==> src/rtl/memory_slave_queue.sv <==
// Command-port bridge between a 32-bit processor I/O register and a memory-bus slave,
// with request/response FIFOs. Define MEMORY_SLAVE_QUEUE_IRQ_EN to add the irq output.
module memory_slave_queue #(
  parameter int DATA_WIDTH = 48,
  parameter int ADDR_WIDTH = 32,
  parameter int ID_WIDTH   = 8,
  parameter int REQ_DEPTH  = 4,
  parameter int RESP_DEPTH = 4
) (
  input  logic                  clock,
  input  logic                  reset,
  input  logic [31:0]           in,
  output logic [31:0]           out,
  input  logic                  msValid,
  output logic                  msTaken,
  input  logic [ADDR_WIDTH-1:0] msAddress,
  input  logic [DATA_WIDTH-1:0] msData,
  input  logic [ID_WIDTH-1:0]   msID,
  input  logic                  msWrite,
  output logic                  smValid,
  input  logic                  smTaken,
  output logic [DATA_WIDTH-1:0] smData,
  output logic [ID_WIDTH-1:0]   smID
`ifdef MEMORY_SLAVE_QUEUE_IRQ_EN
  ,
  output logic                  irq
`endif
);

  typedef enum logic [7:0] {
    CMD_NONE        = 8'd0,
    CMD_DATA_LO     = 8'd1,
    CMD_DATA_HI     = 8'd2,
    CMD_MASTER_ID   = 8'd3,
    CMD_PUSH_RESP   = 8'd4,
    CMD_POP_REQ     = 8'd5,
    CMD_READ_ADDR   = 8'd6,
    CMD_READ_LO     = 8'd7,
    CMD_READ_HI     = 8'd8,
    CMD_READ_ID     = 8'd9,
    CMD_READ_WRITE  = 8'd10,
    CMD_STATUS      = 8'd11,
    CMD_CLEAR_ERR   = 8'd12
  } cmd_e;

  localparam int REQ_AW  = $clog2(REQ_DEPTH);
  localparam int RESP_AW = $clog2(RESP_DEPTH);
  localparam int LO_W    = (DATA_WIDTH < 24) ? DATA_WIDTH : 24;

  function automatic logic [7:0] sat8(input logic [31:0] c);
    return (c > 32'd255) ? 8'hFF : c[7:0];
  endfunction

  logic [31:0]           in_q, in_d;
  logic [DATA_WIDTH-1:0] stage_q, stage_d;
  logic [ID_WIDTH-1:0]   stage_id_q, stage_id_d;
  logic [REQ_AW:0]       req_wr_q, req_wr_d, req_rd_q, req_rd_d;
  logic [RESP_AW:0]      resp_wr_q, resp_wr_d, resp_rd_q, resp_rd_d;
  logic                  err_ov_q, err_ov_d, err_un_q, err_un_d;
  logic                  irq_bit;

  logic [ADDR_WIDTH-1:0] req_addr_mem  [REQ_DEPTH];
  logic [DATA_WIDTH-1:0] req_data_mem  [REQ_DEPTH];
  logic [ID_WIDTH-1:0]   req_id_mem    [REQ_DEPTH];
  logic                  req_write_mem [REQ_DEPTH];
  logic [DATA_WIDTH-1:0] resp_data_mem [RESP_DEPTH];
  logic [ID_WIDTH-1:0]   resp_id_mem   [RESP_DEPTH];

  logic [7:0]  cmd;
  logic [23:0] field;
  logic        act;
  logic        do_lo, do_hi, do_id, do_push, do_pop, do_clr;
  logic        req_full, req_empty, resp_full, resp_empty;
  logic        req_push, req_pop, resp_push, resp_pop;
  logic [REQ_AW:0]  req_count;
  logic [RESP_AW:0] resp_count;

  // Action commands fire only on the cycle the command word changes.
  assign cmd     = in[31:24];
  assign field   = in[23:0];
  assign act     = (in != in_q);
  assign do_lo   = act && (cmd == CMD_DATA_LO);
  assign do_hi   = act && (cmd == CMD_DATA_HI);
  assign do_id   = act && (cmd == CMD_MASTER_ID);
  assign do_push = act && (cmd == CMD_PUSH_RESP);
  assign do_pop  = act && (cmd == CMD_POP_REQ);
  assign do_clr  = act && (cmd == CMD_CLEAR_ERR);

  assign req_full   = (req_wr_q[REQ_AW-1:0] == req_rd_q[REQ_AW-1:0]) && (req_wr_q[REQ_AW] != req_rd_q[REQ_AW]);
  assign req_empty  = (req_wr_q == req_rd_q);
  assign resp_full  = (resp_wr_q[RESP_AW-1:0] == resp_rd_q[RESP_AW-1:0]) && (resp_wr_q[RESP_AW] != resp_rd_q[RESP_AW]);
  assign resp_empty = (resp_wr_q == resp_rd_q);
  assign req_count  = req_wr_q - req_rd_q;
  assign resp_count = resp_wr_q - resp_rd_q;

  assign msTaken   = !req_full;
  assign req_push  = msValid && !req_full;
  assign req_pop   = do_pop && !req_empty;
  assign resp_push = do_push && !resp_full;
  assign resp_pop  = !resp_empty && smTaken;

  assign smValid = !resp_empty;
  assign smData  = resp_data_mem[resp_rd_q[RESP_AW-1:0]];
  assign smID    = resp_id_mem[resp_rd_q[RESP_AW-1:0]];

  // NOTE: every variable gets a default at the top of always_comb so no path infers a latch.
  always_comb begin
    in_d       = in;
    stage_d    = stage_q;
    stage_id_d = stage_id_q;
    if (do_lo) for (int b = 0; b < LO_W; b++) stage_d[b] = field[b];
    if (do_hi) for (int b = 24; b < DATA_WIDTH; b++) stage_d[b] = field[b-24];
    if (do_id) stage_id_d = field[ID_WIDTH-1:0];
    req_wr_d  = req_wr_q + (REQ_AW+1)'(req_push);
    req_rd_d  = req_rd_q + (REQ_AW+1)'(req_pop);
    resp_wr_d = resp_wr_q + (RESP_AW+1)'(resp_push);
    resp_rd_d = resp_rd_q + (RESP_AW+1)'(resp_pop);
    // Clear first so an error event in the same cycle takes precedence.
    err_ov_d = do_clr ? 1'b0 : err_ov_q;
    err_un_d = do_clr ? 1'b0 : err_un_q;
    if (do_push && resp_full) err_ov_d = 1'b1;
    if (do_pop && req_empty)  err_un_d = 1'b1;
  end

`ifdef MEMORY_SLAVE_QUEUE_IRQ_EN
  logic irq_q, irq_d;
  always_comb begin
    irq_d = irq_q;
    if (do_clr && req_empty) irq_d = 1'b0;
    if (req_push || err_ov_d || err_un_d) irq_d = 1'b1;
  end
  always_ff @(posedge clock or posedge reset) begin
    if (reset) irq_q <= 1'b0;
    else       irq_q <= irq_d;
  end
  assign irq     = irq_q;
  assign irq_bit = irq_q;
`else
  assign irq_bit = 1'b0;
`endif

  // NOTE: state registers use non-blocking assignments so every flop samples pre-edge values.
  always_ff @(posedge clock or posedge reset) begin
    if (reset) begin
      in_q       <= '0;
      stage_q    <= '0;
      stage_id_q <= '0;
      req_wr_q   <= '0;
      req_rd_q   <= '0;
      resp_wr_q  <= '0;
      resp_rd_q  <= '0;
      err_ov_q   <= 1'b0;
      err_un_q   <= 1'b0;
    end else begin
      in_q       <= in_d;
      stage_q    <= stage_d;
      stage_id_q <= stage_id_d;
      req_wr_q   <= req_wr_d;
      req_rd_q   <= req_rd_d;
      resp_wr_q  <= resp_wr_d;
      resp_rd_q  <= resp_rd_d;
      err_ov_q   <= err_ov_d;
      err_un_q   <= err_un_d;
    end
  end

  // NOTE: FIFO storage is not reset; the pointers alone define which entries are valid.
  always_ff @(posedge clock) begin
    if (req_push) begin
      req_addr_mem[req_wr_q[REQ_AW-1:0]]  <= msAddress;
      req_data_mem[req_wr_q[REQ_AW-1:0]]  <= msData;
      req_id_mem[req_wr_q[REQ_AW-1:0]]    <= msID;
      req_write_mem[req_wr_q[REQ_AW-1:0]] <= msWrite;
    end
    if (resp_push) begin
      resp_data_mem[resp_wr_q[RESP_AW-1:0]] <= stage_q;
      resp_id_mem[resp_wr_q[RESP_AW-1:0]]   <= stage_id_q;
    end
  end

  logic [DATA_WIDTH-1:0] head_data;
  logic [23:0]           head_lo, head_hi;

  assign head_data = req_data_mem[req_rd_q[REQ_AW-1:0]];

  always_comb begin
    head_lo = '0;
    head_hi = '0;
    for (int b = 0; b < LO_W; b++) head_lo[b] = head_data[b];
    for (int b = 24; b < DATA_WIDTH; b++) head_hi[b-24] = head_data[b];
    out = '0;
    case (cmd)
      CMD_READ_ADDR:  if (!req_empty) out = 32'(req_addr_mem[req_rd_q[REQ_AW-1:0]]);
      CMD_READ_LO:    if (!req_empty) out = 32'(head_lo);
      CMD_READ_HI:    if (!req_empty) out = 32'(head_hi);
      CMD_READ_ID:    if (!req_empty) out = 32'(req_id_mem[req_rd_q[REQ_AW-1:0]]);
      CMD_READ_WRITE: if (!req_empty) out = 32'(req_write_mem[req_rd_q[REQ_AW-1:0]]);
      CMD_STATUS:     out = {11'd0, irq_bit, err_un_q, err_ov_q, resp_full, req_full,
                             sat8(32'(resp_count)), sat8(32'(req_count))};
      default:        out = '0;
    endcase
  end

endmodule
==> config.mk <==
export PLATFORM = sky130hd
export DESIGN_NAME = memory_slave_queue
export DESIGN_NICKNAME = d
export VERILOG_FILES = /design/src/rtl/memory_slave_queue.sv
export SDC_FILE = /design/constraint.sdc
export NUM_CORES = 1
export LEC_CHECK = 0
export ABC_AREA = 0
export CORE_ASPECT_RATIO = 0.75
export CORE_UTILIZATION = 52
export CTS_BUF_LIST = sky130_fd_sc_hd__clkbuf_4 sky130_fd_sc_hd__clkbuf_8 sky130_fd_sc_hd__clkbuf_16
export DETAILED_ROUTE_END_ITERATION = 8
export PLACE_DENSITY = 0.72
export REMOVE_ABC_BUFFERS = 1
export SYNTH_ARGS = -nofsm -noshare
export SYNTH_HDL_FRONTEND = slang
export SYNTH_SLANG_ARGS = --single-unit
==> constraint.sdc <==
create_clock -name clock -period 8.3 [get_ports clock]
set_input_delay 1.245 -clock clock [delete_from_list [all_inputs] [get_ports clock]]
set_output_delay 1.245 -clock clock [all_outputs]
set_load 0.1 [all_outputs]
==> results of run 1 <==
worst max path at each step:
stage                         end  slack [ps]  cells past startpoint
2_1_floorplan  req_addr_mem[1][0]       -3460                      4
3_3_place_gp               out[0]        1480                      7
3_5_place_dp               out[0]        1340                      7
4_1_cts                    out[0]        1320                      7
5_1_grt                    out[1]        1180                      7
6_report                   out[0]        1290                      7
state kept, by name (all words and copies together) (netlist names):
register	count
resp_wr_q	3
req_id_mem	32
req_rd_q	3
resp_data_mem	192
req_addr_mem	128
resp_rd_q	3
err_un_q	1
req_write_mem	4
stage_id_q	8
resp_id_mem	32
req_wr_q	3
stage_q	48
req_data_mem	192
err_ov_q	1
in_q	32
cell usage after synthesis (2+ instances only):
cell         n  share of area (%)
ha_1        12               0.58
mux2_2      53                2.3
mux4_2     145                 13
clkbuf_1    22               0.32
a32oi_1      4               0.14
nand3_1     11               0.21
nand4_1     10               0.24
nor4b_1      2              0.068
o21ai_0      8               0.16
dfrtp_1    102                9.9
nor2_1      11               0.16
fa_1         2               0.16
and2_1       4              0.097
a21oi_1     15               0.29
nor2b_1      2              0.049
mux2_4       3               0.17
edfxtp_1   580                 68
nor3_1       5              0.097
and3_1      11               0.27
a21oi_4      2               0.13
clkbuf_8     2               0.11
buf_1        3              0.044
a22oi_1     20               0.58
buf_2       18               0.35
buf_6        4               0.17
o22ai_1      4              0.097
nor4_4       3               0.25
a2bb2oi_1    2              0.068
xor2_1       7               0.24
nand2_1     13               0.19
inv_1       11               0.16
a22o_1       7               0.24
o221ai_1     3               0.10
clkbuf_2     2              0.039
nor4_1       2              0.049
xnor2_1     34                1.2
through the flow:
stage	cell area, um2	TNS (ps)	power, mW	util (%)	hold WS [ps]
finish	30850	0	9.931	63.24	490.1
global route	30840	0	10.25	63.23	507.5
CTS	30840	0	10.03	63.22	491.5
detailed placement	28670	0	7.066	58.76	480.7
global placement	28670	0	7.041	58.76	475.8
floorplan	25490	-1051720	6.401	-	459.9
per-layer routing:
metal / up-vias / GRT usage, % / share of wire [%]
met4: 6 / 5.347 / 1.5
met5: - / 0 / 0.081
met3: 76 / 4.525 / 6.2
met1: 6527 / 30.36 / 43
met2: 399 / 34.37 / 50
li1: 5289 / - / -
cell type report:
type                            count  area [um2]  share of cell area [%]
Clock buffer                       93        1928                   6.250
Antenna cell                        3       7.507                 0.02433
Inverter                           11       43.79                  0.1420
Timing Repair Buffer              233        2297                   7.446
Multi-Input combinational cell    409        5534                   17.94
Clock inverter                     26       246.5                  0.7990
Tap cell                          648       810.8                   2.628
Sequential cell                   682       19980                   64.77
cell families (layout without fill, tap and decap cells):
family                   Yosys count  count (layout)
AND/OR/NAND/NOR                   83              83
adder cells (fa/ha/maj)           14              14
AO/OA/AOI/OAI                     70              70
XOR/XNOR                          41              41
flip-flops                       682             682
other                              0               3
multiplexers                     201             201
buffers and inverters             63             363
report_power, final:
group | leakage (nW) | switching, mW | total (mW) | internal [mW]
Combinational | 2.61 | 1.83 | 2.63 | 0.802
Clock | 1.09 | 1.24 | 2.97 | 1.73
Sequential | 6.64 | 0.151 | 4.33 | 4.18
==> results_dict.tcl, run 1 <==
set metrics [dict create \
    worstPathRequired_ps 7050 \
    ios 215 \
    port_buffers 214 \
    maxCapViolCount 0 \
    finalCriticalPeriod_ps 7007 \
    fp.coreArea_um2 48780 \
    crit_fanout 20 \
    yosys.area_share.simple_pct 1.996 \
    drt-total-wl_um 52960 \
    grt_pass1_wl_um 79250 \
    drive_gt1_share_pct 24.48 \
    cp_num_buf_inv 2 \
    htreeDepth 3 \
    synth_flop_cell "edfxtp_1" \
    grt_pass1_vias 12670 \
    fin_crit_sh_pct 84.42 \
    synth_cells 1154 \
    drt_pass1_iterations 5 \
    final-setup-viol-count 0 \
    setup_slack_ps 1293 \
    ys_types 51 \
    ant_nets 0 \
    avgSynthCellArea_um2 22.32 \
    syn_area_um2 25760 \
    hold_violations 0 \
    row_count 70 \
    r2r_end "resp_data_mem[3][45]" \
    final_nets 1542 \
    drc_errors 0 \
    yosys_warnings 0 \
    crit_slowest_cell "clkdlybuf4s50_1" \
    ctsResizeCount 0 \
    crit_path_cell_trace "clkdlybuf4s50_1 > nor4bb_2 > and2_1 > and2_1 > a21oi_1 > o21ai_0 > clkdlybuf4s50_1" \
    start_util_pct 52.81 \
    syn2layout_area_growth_pct 19.75 \
    synth_xor_area_share_pct 1.394 \
    synth_edf_count 580 \
    setup.worst_path.start "in[26]" \
    crit_type "primary input to output port" \
    overflow 0 \
    mostFrequentLayoutCell "edfxtp_1" \
    max_slew.worst_pin.slew_ps 1304 \
    cts_tree "done" \
    synth-seq-cells 682 \
    holdPathStages 1 \
    antenna_found_initial 6 \
    dp_cells 1983 \
    dieHeight_um 194.8 \
    crit_path_end_kind "output port" \
    worstHoldPathType "flop to flop" \
    synth-async-reset-ratio_pct 14.96 \
    max_stage_delay_ps 1200 \
    cp_data_arrival_time_ps 5760 \
    outcome "finished clean" \
    pre_cts_slack_ps 1343 \
    synth_compound_area_share_pct 1.967 \
    grt_max_degree 80 \
    rsz0062_at_grt "no" \
    muxShareOfSynthArea_pct 15.17 \
    insertion_delay_ps 600 \
    vdd_ir_drop_max_mv 0.2162 \
    num_vias 12300 \
    synth_top_family_by_area "multiplexers" \
    root_buffer "clkbuf_16" \
    synth-adder-area-share_pct 0.7382 \
    die_w_um 259.0 \
    fin_cells 2105 \
    drtIter0Drc 1026 \
    holdCritStartpoint "resp_rd_q[2]" \
    rr_worst_depth 6 \
    maxSlewViolCount 0 \
    fin_skew_ps 19.64 \
    ctsHoldBuffers 0 \
    r2r-start "resp_rd_q[0]" \
    leakagePower_nw 10.33 \
    viasPerCell 5.842 \
    slew_headroom_pct 12.99 \
    dp_hpwl_um 30650 \
    hold_end "resp_rd_q[2]" \
    fillCellCount 3262 \
    mostFrequentLayoutCells "edfxtp_1 (580), clkdlybuf4s50_1 (214), mux4_2 (145)" \
    cts_buffers 66 \
    yosysSeqAreaShare_pct 77.51 \
    cp-start-kind "primary input" \
    r2r_setup_slack_ps 4410 \
    path_clk_slew_ps 60 \
    dieArea_um2 50450 \
    clock-sinks 682 \
    post_cts_buffers 0 \
    p_per_area_nw_per_um2 321.9 \
    clockBufferDepth 3 \
    drt-wirelength-per-cell_um 25.16 \
    cp_top_family "simple AND/OR/NAND/NOR gates" \
    fmax_mhz 142.7 \
    grt_use_total_pct 21.45 \
    gp_congestion 0.7214 \
]
Power figures use the tool's default switching activity.
==> inputs of run 2 (changes only) <==
--- a/config.mk
+++ b/config.mk
@@ -7,10 +7,10 @@
 export LEC_CHECK = 0
 export ABC_AREA = 0
 export CORE_ASPECT_RATIO = 0.75
-export CORE_UTILIZATION = 52
+export CORE_UTILIZATION = 58
 export CTS_BUF_LIST = sky130_fd_sc_hd__clkbuf_4 sky130_fd_sc_hd__clkbuf_8 sky130_fd_sc_hd__clkbuf_16
 export DETAILED_ROUTE_END_ITERATION = 8
-export PLACE_DENSITY = 0.72
+export PLACE_DENSITY = 0.76
 export REMOVE_ABC_BUFFERS = 1
 export SYNTH_ARGS = -nofsm -noshare
 export SYNTH_HDL_FRONTEND = slang
==> constraint.sdc (replaced) <==
create_clock -name clock -period 7 [get_ports clock]
set_input_delay 1.05 -clock clock [delete_from_list [all_inputs] [get_ports clock]]
set_output_delay 1.05 -clock clock [all_outputs]
set_load 0.1 [all_outputs]
==> results_dict.tcl, run 2 (synthesized netlist as in run 1, its figures left out) <==
set metrics [dict create \
    dp_cells 1918 \
    dieHeight_um 184.5 \
    syn2layout_area_growth_pct 19.27 \
    maxSlewViolCount 0 \
    row_count 66 \
    drt_pass1_iterations 5 \
    r2r-start "req_rd_q[1]" \
    grt_pass1_wl_um 77440 \
    worstPathRequired_ps 5950 \
    cp_data_arrival_time_ps 4400 \
    cp-start-kind "primary input" \
    crit_path_cell_trace "clkdlybuf4s50_1 > and4b_1 > and2_0 > a22o_1 > a21oi_1 > o221ai_1 > buf_4" \
    fp.coreArea_um2 43600 \
    cts_tree "done" \
    clockBufferDepth 3 \
    crit_path_end_kind "output port" \
    r2r_end "req_data_mem[2][46]" \
    root_buffer "clkbuf_16" \
    vdd_ir_drop_max_mv 0.3886 \
    outcome "finished clean" \
    pre_cts_slack_ps 1675 \
    post_cts_buffers 0 \
    p_per_area_nw_per_um2 381.8 \
    gp_congestion 0.7517 \
    crit_slowest_cell "and2_0" \
    dp_hpwl_um 30370 \
    overflow 0 \
    mostFrequentLayoutCell "edfxtp_1" \
    ant_nets 0 \
    drive_gt1_share_pct 26.42 \
    start_util_pct 59.09 \
    max_stage_delay_ps 850 \
    fin_cells 2041 \
    crit_type "primary input to output port" \
    viasPerCell 5.988 \
    holdPathStages 1 \
    ctsHoldBuffers 0 \
    finalCriticalPeriod_ps 5446 \
    ios 215 \
    maxCapViolCount 0 \
    grt_max_degree 58 \
    die_w_um 245.4 \
    setup_slack_ps 1554 \
    max_slew.worst_pin.slew_ps 1276 \
    insertion_delay_ps 600 \
    leakagePower_nw 10.40 \
    holdCritStartpoint "resp_wr_q[2]" \
    drc_errors 0 \
    rr_worst_depth 8 \
    rsz0062_at_grt "no" \
    fin_crit_sh_pct 77.80 \
    grt_pass1_vias 12600 \
    antenna_found_initial 5 \
    drtIter0Drc 1050 \
    clock-sinks 682 \
    fillCellCount 2613 \
    hold_violations 0 \
    htreeDepth 3 \
    fmax_mhz 183.6 \
    slew_headroom_pct 14.97 \
    drt-wirelength-per-cell_um 25.21 \
    mostFrequentLayoutCells "edfxtp_1 (580), clkdlybuf4s50_1 (194), mux4_2 (145)" \
    ctsResizeCount 0 \
    final-setup-viol-count 0 \
    hold_end "resp_wr_q[2]" \
    port_buffers 214 \
    worstHoldPathType "flop to flop" \
    drt-total-wl_um 51460 \
    dieArea_um2 45270 \
    grt_use_total_pct 23.49 \
    final_nets 1548 \
    cts_buffers 67 \
    r2r_setup_slack_ps 3150 \
    crit_fanout 14 \
    fin_skew_ps 28.62 \
    num_vias 12220 \
    path_clk_slew_ps 60 \
    holdWs_ps 486.7 \
]
## run 2: cell types whose count changed in the layout (fill, tap and decap cells not counted), moves of 2 or more
cell	delta
buf_4	+26
clkbuf_4	+12
clkbuf_8	-5
clkdlybuf4s50_1	-20
clkinv_1	-3
clkinv_2	-2
## run 2: per-stage QoR
step	total power, mW	setup TNS (ps)	area, um2	utilization [%]
2_1_floorplan	7.590	-1819240	25490	-
3_3_place_gp	8.327	0	28550	65.49
3_5_place_dp	8.367	0	28550	65.49
4_1_cts	11.84	0	30720	70.46
5_1_grt	12.13	0	30720	70.47
6_report	11.73	0	30730	70.47
## run 2: how the worst max path moves through the flow
stage,from,slack (ps),cells after the start,to
global placement,in[28],1770,7,out[2]
CTS,in[25],1640,7,out[1]
detailed placement,in[25],1670,7,out[1]
global route,in[25],1340,7,out[1]
floorplan,req_rd_q[0],-4760,4,req_addr_mem[1][0]
finish,in[25],1550,7,out[1]
## run 2: cell type report
cell class	instances	area, um2	share of cell area (%)
multi-input cells	409	5534	18.01
repair buffers	238	2272	7.395
inverters	11	43.79	0.1425
well taps	578	723.2	2.354
flip-flops and latches	682	19980	65.03
diodes	2	5.005	0.01629
clock inverters	20	192.7	0.6271
clock buffers	101	1974	6.426
## run 2: where the power goes
group	switching, mW	internal [mW]
clock	1.44	2.04
sequential	0.241	4.95
combinational	2.11	0.951
total	3.79	7.95
## run 2: routing by layer
metal	share of wire [%]	global-route usage [%]	vias up
li1	-	-	5293
met5	0.062	0	-
met4	1.6	5.391	6
met3	7.1	5.475	73
met2	50	37.63	454
met1	41	33.32	6395
## run 2: worst max-delay path: cells and delay by family
family / cells / cell delay [ps]
simple gates: 2 / 1480
buf+inv: 2 / 1170
compound gates: 3 / 670
==> inputs of run 3 (changes only) <==
==> constraint.sdc (replaced) <==
create_clock -name clock -period 5.3 [get_ports clock]
set_input_delay 0.795 -clock clock [delete_from_list [all_inputs] [get_ports clock]]
set_output_delay 0.795 -clock clock [all_outputs]
set_load 0.1 [all_outputs]
==> results_dict.tcl, run 3 (synthesized netlist as in run 1, its figures left out) <==
set metrics [dict create \
    dpl-instance-area_um2 28850 \
    row_count 66 \
    fillCellCount 2592 \
    ant_nets 0 \
    p_clk_share_pct 29.5 \
    htreeDepth 2 \
    dp_cells 1918 \
    insertion_delay_ps 630 \
    cp_data_arrival_time_ps 3780 \
    fp.coreArea_um2 43600 \
    hold_violations 0 \
    final_nets 1542 \
    mostFrequentLayoutCells "edfxtp_1 (580), clkdlybuf4s50_1 (182), mux4_2 (145)" \
    gp_congestion 0.7447 \
    leakagePower_nw 10.44 \
    drt_pass1_iterations 5 \
    p_int_mw 10.49 \
    syn2layout_area_growth_pct 20.27 \
    port_buffers 214 \
    clock-sinks 682 \
    combPwrFrac_pct 26.5 \
    drt-wirelength-per-cell_um 25.79 \
    antenna_found_initial 5 \
    dieArea_um2 45270 \
    start_util_pct 59.09 \
    worstPathRequired_ps 4510 \
    seqCellArea_um2 19980 \
    final_area_um2 30980 \
    drtIter0Drc 1036 \
    ctsResizeCount 0 \
    fin_skew_ps 22.79 \
    p_switching_mw 5.021 \
    p_per_area_nw_per_um2 500.7 \
    dieHeight_um 184.5 \
    slew_headroom_pct 26.54 \
    root_buffer "clkbuf_16" \
    drive_gt1_share_pct 26.43 \
    grt_use_total_pct 23.82 \
    fmax_mhz 218.5 \
    ios 215 \
    fin_crit_sh_pct 86.33 \
    grt_pass1_wl_um 78530 \
    setup_tns_ps 0 \
    num_vias 12200 \
    fin_cells 2035 \
    worstHoldPathType "flop to flop" \
    die_w_um 245.4 \
    grt_max_degree 90 \
    clockBufferDepth 3 \
    crit_path_end_kind "output port" \
    fin_util_pct 71.06 \
    multi_input_area_um2 5534 \
    p_sw_share_pct 32.36 \
    outcome "finished clean" \
    maxCapViolCount 0 \
    path_clk_slew_ps 60 \
    drt-total-wl_um 52480 \
    vdd_ir_drop_max_mv 0.5074 \
    final-setup-viol-count 0 \
    viasPerCell 5.995 \
    cts_buffers 61 \
    overflow 0 \
    post_cts_buffers 0 \
    crit_type "flop to output port" \
    cp-start-kind "flop" \
    drc_errors 0 \
    rsz0062_at_grt "no" \
    cts_tree "done" \
    power_frac_seq_pct 44.1 \
    grt_pass1_vias 12610 \
    max_slew.worst_pin.slew_ps 1098 \
    finalCriticalPeriod_ps 4576 \
    maxSlewViolCount 0 \
    dp_hpwl_um 29890 \
    p_total_mw 15.51 \
    ctsHoldBuffers 0 \
    crit_fanout 47 \
    mostFrequentLayoutCell "edfxtp_1" \
]
## run 3: changes by cell type in the layout (fill, tap and decap cells not counted), moves of 6 or more
| cell | before | now |
|---|---|---|
| buf_12 | 0 | 26 |
| clkinv_1 | 4 | 10 |
| clkbuf_4 | 29 | 9 |
| buf_4 | 44 | 30 |
| clkdlybuf4s50_1 | 194 | 182 |
## run 3: power by group through the flow
| stage | combinational, mW | sequential (mW) | clock (mW) |
|---|---|---|---|
| after global routing | 4.27 | 6.90 | 4.84 |
| after detailed placement | 4.13 | 6.95 | 0 |
| after floorplan | 2.94 | 7.08 | 0 |
| final | 4.10 | 6.84 | 4.57 |
| after CTS | 4.15 | 6.85 | 4.65 |
| after global placement | 4.12 | 6.90 | 0 |
## run 3: final cells by class
class | instances | area share (%)
Multi-Input combinational cell | 409 | 17.86
Antenna cell | 4 | 0.03231
Clock buffer | 80 | 5.662
Inverter | 11 | 0.1413
Clock inverter | 33 | 1.191
Timing Repair Buffer | 238 | 8.287
Sequential cell | 682 | 64.49
Tap cell | 578 | 2.334
## run 3: worst max-delay path, cell delays in order, from the launching register on
cell	delay, ps
dfrtp_4	880
inv_1	100
ha_1	340
nand3_1	170
nand2_1	340
or2_2	620
o221ai_1	450
buf_12	240
## run 3: stage by stage
step / hold slack, ps / setup slack (ps)
floorplan: 459.9 / -6462
global placement: 475.7 / 900.7
detailed placement: 479.8 / 841.9
CTS: 489.4 / 721.4
global route: 518.5 / 565.5
finish: 491.0 / 724.4
## run 3: path summary, 6_finish.rpt
| path | start | slack (ps) | end | cells after the start |
|---|---|---|---|---|
| setup / recovery | req_rd_q[1] | 720 | out[16] | 7 |
| hold / removal | resp_wr_q[2] | 490 | resp_wr_q[2] | 1 |
| setup reg to reg | resp_rd_q[0] | 2120 | resp_data_mem[2][20] | 5 |
| hold reg to reg | resp_wr_q[2] | 490 | resp_wr_q[2] | 1 |
| max in group asynchronous | reset | 3530 | resp_rd_q[0] | 3 |
| min in group asynchronous | reset | 780 | stage_q[3] | 2 |
## run 3: per-layer routing
| metal | wire length (um) | GRT usage [%] | vias to the layer above |
|---|---|---|---|
| met1 | 22280 | 33.95 | 6472 |
| met4 | 925 | 6.435 | 2 |
| li1 | - | - | 5277 |
| met5 | 11 | 0 | - |
| met2 | 26130 | 38.14 | 380 |
| met3 | 3127 | 4.790 | 68 |
